File: config.mk
export PLATFORM = sky130hd
export DESIGN_NAME = sum_it_up_n
export DESIGN_NICKNAME = d
export VERILOG_FILES = /design/src/rtl/sum_it_up_pkg.sv /design/src/rtl/sat_adder.sv /design/src/rtl/sum_it_up_n.sv
export SDC_FILE = /design/constraint.sdc
export NUM_CORES = 1
export LEC_CHECK = 0
export BUFFER_PORTS_ARGS = -buffer_cell sky130_fd_sc_hd__buf_2
export CAP_MARGIN = 0
export CORE_UTILIZATION = 40
export DETAILED_ROUTE_END_ITERATION = 10
export PLACE_DENSITY_LB_ADDON = 0.25
export SLEW_MARGIN = 20
export SYNTH_ARGS = -nofsm -noshare
export SYNTH_HDL_FRONTEND = slang
export SYNTH_SLANG_ARGS = --single-unit
File: constraint.sdc
create_clock -name ck -period 2.4 [get_ports ck]
set_input_delay 0 -clock ck [delete_from_list [all_inputs] [get_ports ck]]
set_output_delay 0 -clock ck [all_outputs]
set_load 0.005 [all_outputs]
File: src/rtl/sum_it_up_pkg.sv
// Shared types and default parameters for the sum_it_up accumulator family.
package sum_it_up_pkg;

  typedef enum logic [1:0] {
    IDLE  = 2'd0,
    ACCUM = 2'd1,
    DONE  = 2'd2
  } state_e;

  localparam int DEF_WIDTH     = 8;
  localparam int DEF_SUM_W     = 12;
  localparam int DEF_CNT_W     = 8;
  localparam int DEF_MAX_TERMS = 200;
  localparam bit DEF_SATURATE  = 1'b0;

endpackage

File: src/rtl/sat_adder.sv
// Combinational adder of a SUM_W accumulator and a WIDTH term, with carry-out
// and optional clamp-to-all-ones on overflow.
module sat_adder
  import sum_it_up_pkg::*;
#(
  parameter int WIDTH    = DEF_WIDTH,
  parameter int SUM_W    = DEF_SUM_W,
  parameter bit SATURATE = DEF_SATURATE
) (
  input  logic [SUM_W-1:0] a,
  input  logic [WIDTH-1:0] b,
  output logic [SUM_W-1:0] result,
  output logic             carry
);

  logic [SUM_W:0] full_s;

  always_comb begin
    full_s = {1'b0, a} + {{(SUM_W + 1 - WIDTH){1'b0}}, b};
    carry  = full_s[SUM_W];
    if (SATURATE && full_s[SUM_W]) begin
      result = '1;
    end else begin
      result = full_s[SUM_W-1:0];
    end
  end

endmodule

File: src/rtl/sum_it_up_n.sv
// Zero-terminated stream accumulator with term limit, sticky overflow and a
// result held until the consumer acknowledges.
module sum_it_up_n
  import sum_it_up_pkg::*;
#(
  parameter int WIDTH     = DEF_WIDTH,
  parameter int SUM_W     = DEF_SUM_W,
  parameter int CNT_W     = DEF_CNT_W,
  parameter int MAX_TERMS = DEF_MAX_TERMS,
  parameter bit SATURATE  = DEF_SATURATE
) (
  input  logic             ck,
  input  logic             reset_l,
  input  logic             go_l,
  input  logic             in_valid,
  input  logic [WIDTH-1:0] inA,
  output logic             in_ready,
  input  logic             ack,
  output logic             done,
  output logic [SUM_W-1:0] sum,
  output logic [CNT_W-1:0] count,
  output logic             overflow,
  output logic             limit
);

  if (SUM_W < WIDTH) begin : g_bad_sum_w
    $error("sum_it_up_n: SUM_W must be >= WIDTH");
  end
  if (MAX_TERMS < 1 || MAX_TERMS > (2 ** CNT_W) - 1) begin : g_bad_max_terms
    $error("sum_it_up_n: MAX_TERMS out of range for CNT_W");
  end

  localparam logic [CNT_W-1:0] MAX_CNT = CNT_W'(MAX_TERMS);

  state_e           state_q, state_d;
  logic [SUM_W-1:0] sum_q, sum_d;
  logic [CNT_W-1:0] count_q, count_d;
  logic             done_q, done_d;
  logic             ovf_q, ovf_d;
  logic             limit_q, limit_d;

  logic [SUM_W-1:0] add_res_s;
  logic             add_carry_s;
  logic [CNT_W-1:0] cnt_inc_s;

  sat_adder #(
    .WIDTH   (WIDTH),
    .SUM_W   (SUM_W),
    .SATURATE(SATURATE)
  ) u_add (
    .a     (sum_q),
    .b     (inA),
    .result(add_res_s),
    .carry (add_carry_s)
  );

  assign cnt_inc_s = count_q + CNT_W'(1);

  always_comb begin
    state_d = state_q;
    sum_d   = sum_q;
    count_d = count_q;
    ovf_d   = ovf_q;
    limit_d = limit_q;
    case (state_q)
      IDLE: begin
        if (!go_l) begin
          sum_d   = '0;
          count_d = '0;
          ovf_d   = 1'b0;
          limit_d = 1'b0;
          state_d = ACCUM;
        end
      end
      ACCUM: begin
        // in_ready is exactly (state == ACCUM), so in_valid alone marks a transfer
        if (in_valid) begin
          if (inA == '0) begin
            state_d = DONE;
          end else begin
            sum_d   = add_res_s;
            ovf_d   = ovf_q | add_carry_s;
            count_d = cnt_inc_s;
            if (cnt_inc_s == MAX_CNT) begin
              limit_d = 1'b1;
              state_d = DONE;
            end
          end
        end
      end
      DONE: begin
        if (ack) begin
          state_d = IDLE;
        end
      end
      default: begin
        state_d = IDLE;
      end
    endcase
    done_d = (state_d == DONE);
  end

  always_ff @(posedge ck or negedge reset_l) begin
    if (!reset_l) begin
      state_q <= IDLE;
      sum_q   <= '0;
      count_q <= '0;
      done_q  <= 1'b0;
      ovf_q   <= 1'b0;
      limit_q <= 1'b0;
    end else begin
      state_q <= state_d;
      sum_q   <= sum_d;
      count_q <= count_d;
      done_q  <= done_d;
      ovf_q   <= ovf_d;
      limit_q <= limit_d;
    end
  end

  assign in_ready = (state_q == ACCUM);
  assign done     = done_q;
  assign sum      = sum_q;
  assign count    = count_q;
  assign overflow = ovf_q;
  assign limit    = limit_q;

endmodule

==> flow_summary_export.csv <==
group,metric,value,unit
min_path,hold_depth,3,
power,clkPwrFrac,0.140,
floorplan,core-area,3470,µm²
routing,routed_via_density,5.40,
global_routing,track_usage,0.178,
global_routing,grtUsageMet1,0.239,
timing,tns,0,ns
yosys,postSynthCellCount,161,
yosys,synth_edf_count,0,
timing,maxSlewViolCount,0,
setup_path,crit_path_end_kind,"register",
setup_path,arrival,2.35,ns
routing,ant_nets,0,
floorplan,initial_core_util,0.435,
status,status,"finished, final reports clean",
routing,vias,1322,
run,drv_cap,0,
routing,drt_iter0_drc,63,
power,report.power.total,1840,µW
timing,tightest_slew,0.574,ns
cts,ctsRootBufferMaster,"clkbuf_8",
routing,wl_per_cell,13.1,µm
timing,min_period,2.18,ns
power,switching_share,0.409,
yosys,synth.net_count,184,
cts,cts_sinks,25,
final_layout,drive_gt1_frac,0.231,
timing,fin_skew,0.00460,ns
global_routing,antenna_found_initial,0,
yosys,synth_top_area_share,0.415,
global_routing,grt.met2_usage,0.285,
yosys,synth_area,1510,µm²
timing,setup_viol,0,
power,switchingPower,755,µW
place,placedCellCount,239,
floorplan,row_count,21,
power,leakage,0.000861,µW
setup_path,cp_max_fo,5,
min_path,hold_class,"in2reg",
timing,max_freq,0.459,GHz
final_layout,regArea,626,µm²
routing,drt_pass1_iterations,4,
place,routabilityCongestion,0.916,
timing,layout_setup_ws,0.222,ns
routing,finalWirelength,3220,µm
place,portBuffers,36,
routing,drc_errors,0,
yosys,synth-seq-area-share,0.415,
timing,min_period_over_period,0.907,
min_path,hold_end,"state_q[0]",
yosys,synth_area_leaders,"dfrtp_1 (41%), ha_1 (7.5%), o21ai_0 (5.6%)",
power,intPower,1090,µW
yosys,synth_common_cells,"dfrtp_1 (25), nand2_1 (19), o21ai_0 (17)",
yosys,synth_most_common_cell,"dfrtp_1",
setup_path,worstSetupStartpointType,"register",
place,dp_slack,0.145,ns
setup_path,ff2ff_setup_slack,0.22,ns
timing,hold_viol,0,
power,ir_worst_vdd,0.458,mV
floorplan,fp.dieW,63.4,µm
power,power.density,1030,nW/µm²
yosys,yosys_warnings,0,
yosys,synth.avg_cell_area,9.37,µm²
setup_path,regToRegStartpoint,"sum[0]",
final_layout,fillers,352,
power,combPwrFrac,0.483,
final_layout,multi_input_area,851,µm²
setup_path,worstSetupPathType,"reg2reg",
cts,clkTransAtPathRegs,0.09,ns
floorplan,die_h,63.4,µm
yosys,ys_ff_latch,25,
final_layout,antenna_cells,0,
place,dp_hpwl,2410,µm
power,p_seq_frac,0.377,
cts,cts_tree,"done",
final_layout,utilization,0.519,
global_routing,grt_max_degree,30,
global_routing,gr-usage-met3,0.0326,
cts,cts_buffers,3,
yosys,ys_types,37,
final_layout,final_cells,245,
global_routing,first_global_vias,1291,
global_routing,busiest_layer,"met2",
timing,rsz0062_at_grt,"false",
floorplan,dieArea,4020,µm²
yosys,yosys_most_used_dff,"dfrtp_1",
final_layout,finalNetCount,223,
cts,cts.htree.levels,1,
setup_path,r2r-end,"overflow",
global_routing,grt_pass1_wl,5750,µm
timing,relSlewSlack,0.617,
setup_path,reg2reg_depth,7,
yosys,synth_top_area_cell,"dfrtp_1",
min_path,min-delay-start,"in_valid",
final_layout,area_growth,19.2,%
global_routing,grt_overflow,0,
cts,clock_latency,0.27,ns
cts,clockBufferDepth,2,
floorplan,io_pins,37,
yosys,async_reset_ff_frac,1.00,
setup_path,cp_data_required_time,2.57,ns
==> per-layer routing <==
metal | vias up | share of wire
met5 | - | 0
met2 | 30 | 0.46
met3 | 5 | 0.044
li1 | 669 | -
met1 | 618 | 0.48
met4 | 0 | 0.014
==> through the flow <==
stage,instance area [µm²],hold slack (ns)
final,1800,0.0412
after global routing,1800,0.0454
after CTS,1790,0.0445
after detailed placement,1730,0.0275
after global placement,1730,0.0228
after floorplan,1510,-0.296
==> critical path, stage by stage, from the launching register on <==
cell      delay [ns]
dfrtp_1         0.40
ha_1            0.23
fa_1            0.44
a211oi_1        0.28
o21ai_1         0.16
a41oi_2         0.31
nor3b_1         0.09
o21a_1          0.17
==> cells in the final DEF (no fill, tap or decap), types with 4 or more instances in the layout <==
master and n:
nand2_1 19, buf_2 36, dfrtp_1 25, ha_1 9
nor3_1 4, a21oi_1 5, nor2_1 8, a21o_1 4
xor2_1 7, o21a_1 5, o21ai_0 17, nand3_1 15
==> layout make-up <==
class / count / share of cell area
sequential: 25 / 0.348
inverter: 3 / 0.00626
clock inverter: 1 / 0.00278
clock buffer: 3 / 0.0229
tap: 46 / 0.0320
timing repair buffer: 39 / 0.115
multi-input combinational: 128 / 0.473
==> repair_timing <==
item / 4_1_cts / 5_1_grt
setup buffers: 0 / 0
hold buffers: 2 / 0
gates resized for setup: 0 / 1
setup endpoints to repair: 0 / 3
hold endpoints to repair: 27 / 0
==> flip-flops by register name (all words and copies together), names as in the netlist <==
name      cells
sum          12
count         8
done          1
overflow      1
limit         1
state_q       2
==> power groups by stage <==
stage	sequential (µW)	clock [µW]	combinational [µW]
2_1_floorplan	697	0	608
3_3_place_gp	698	0	865
3_5_place_dp	705	0	877
4_1_cts	697	262	886
5_1_grt	728	284	1010
6_report	696	258	890
==> worst max path at each step <==
stage | startpoint | to | slack [ns] | cells past startpoint
2_1_floorplan | sum[0] | overflow | 0.30 | 7
3_3_place_gp | sum[0] | overflow | 0.21 | 7
3_5_place_dp | sum[0] | overflow | 0.15 | 7
4_1_cts | sum[0] | overflow | 0.13 | 7
5_1_grt | sum[0] | overflow | 0.07 | 7
6_report | sum[0] | overflow | 0.22 | 7
==> cell families after synthesis <==
group                    count (synthesis)  synth area share
adder cells (fa/ha/maj)                 10            0.0879
multiplexers                             1           0.00663
AND/OR/NAND/NOR                         60             0.207
buffers and inverters                    8            0.0265
XOR/XNOR                                 9            0.0522
AO/OA/AOI/OAI                           48             0.205
flip-flops                              25             0.415
Power figures use the tool's default switching activity.
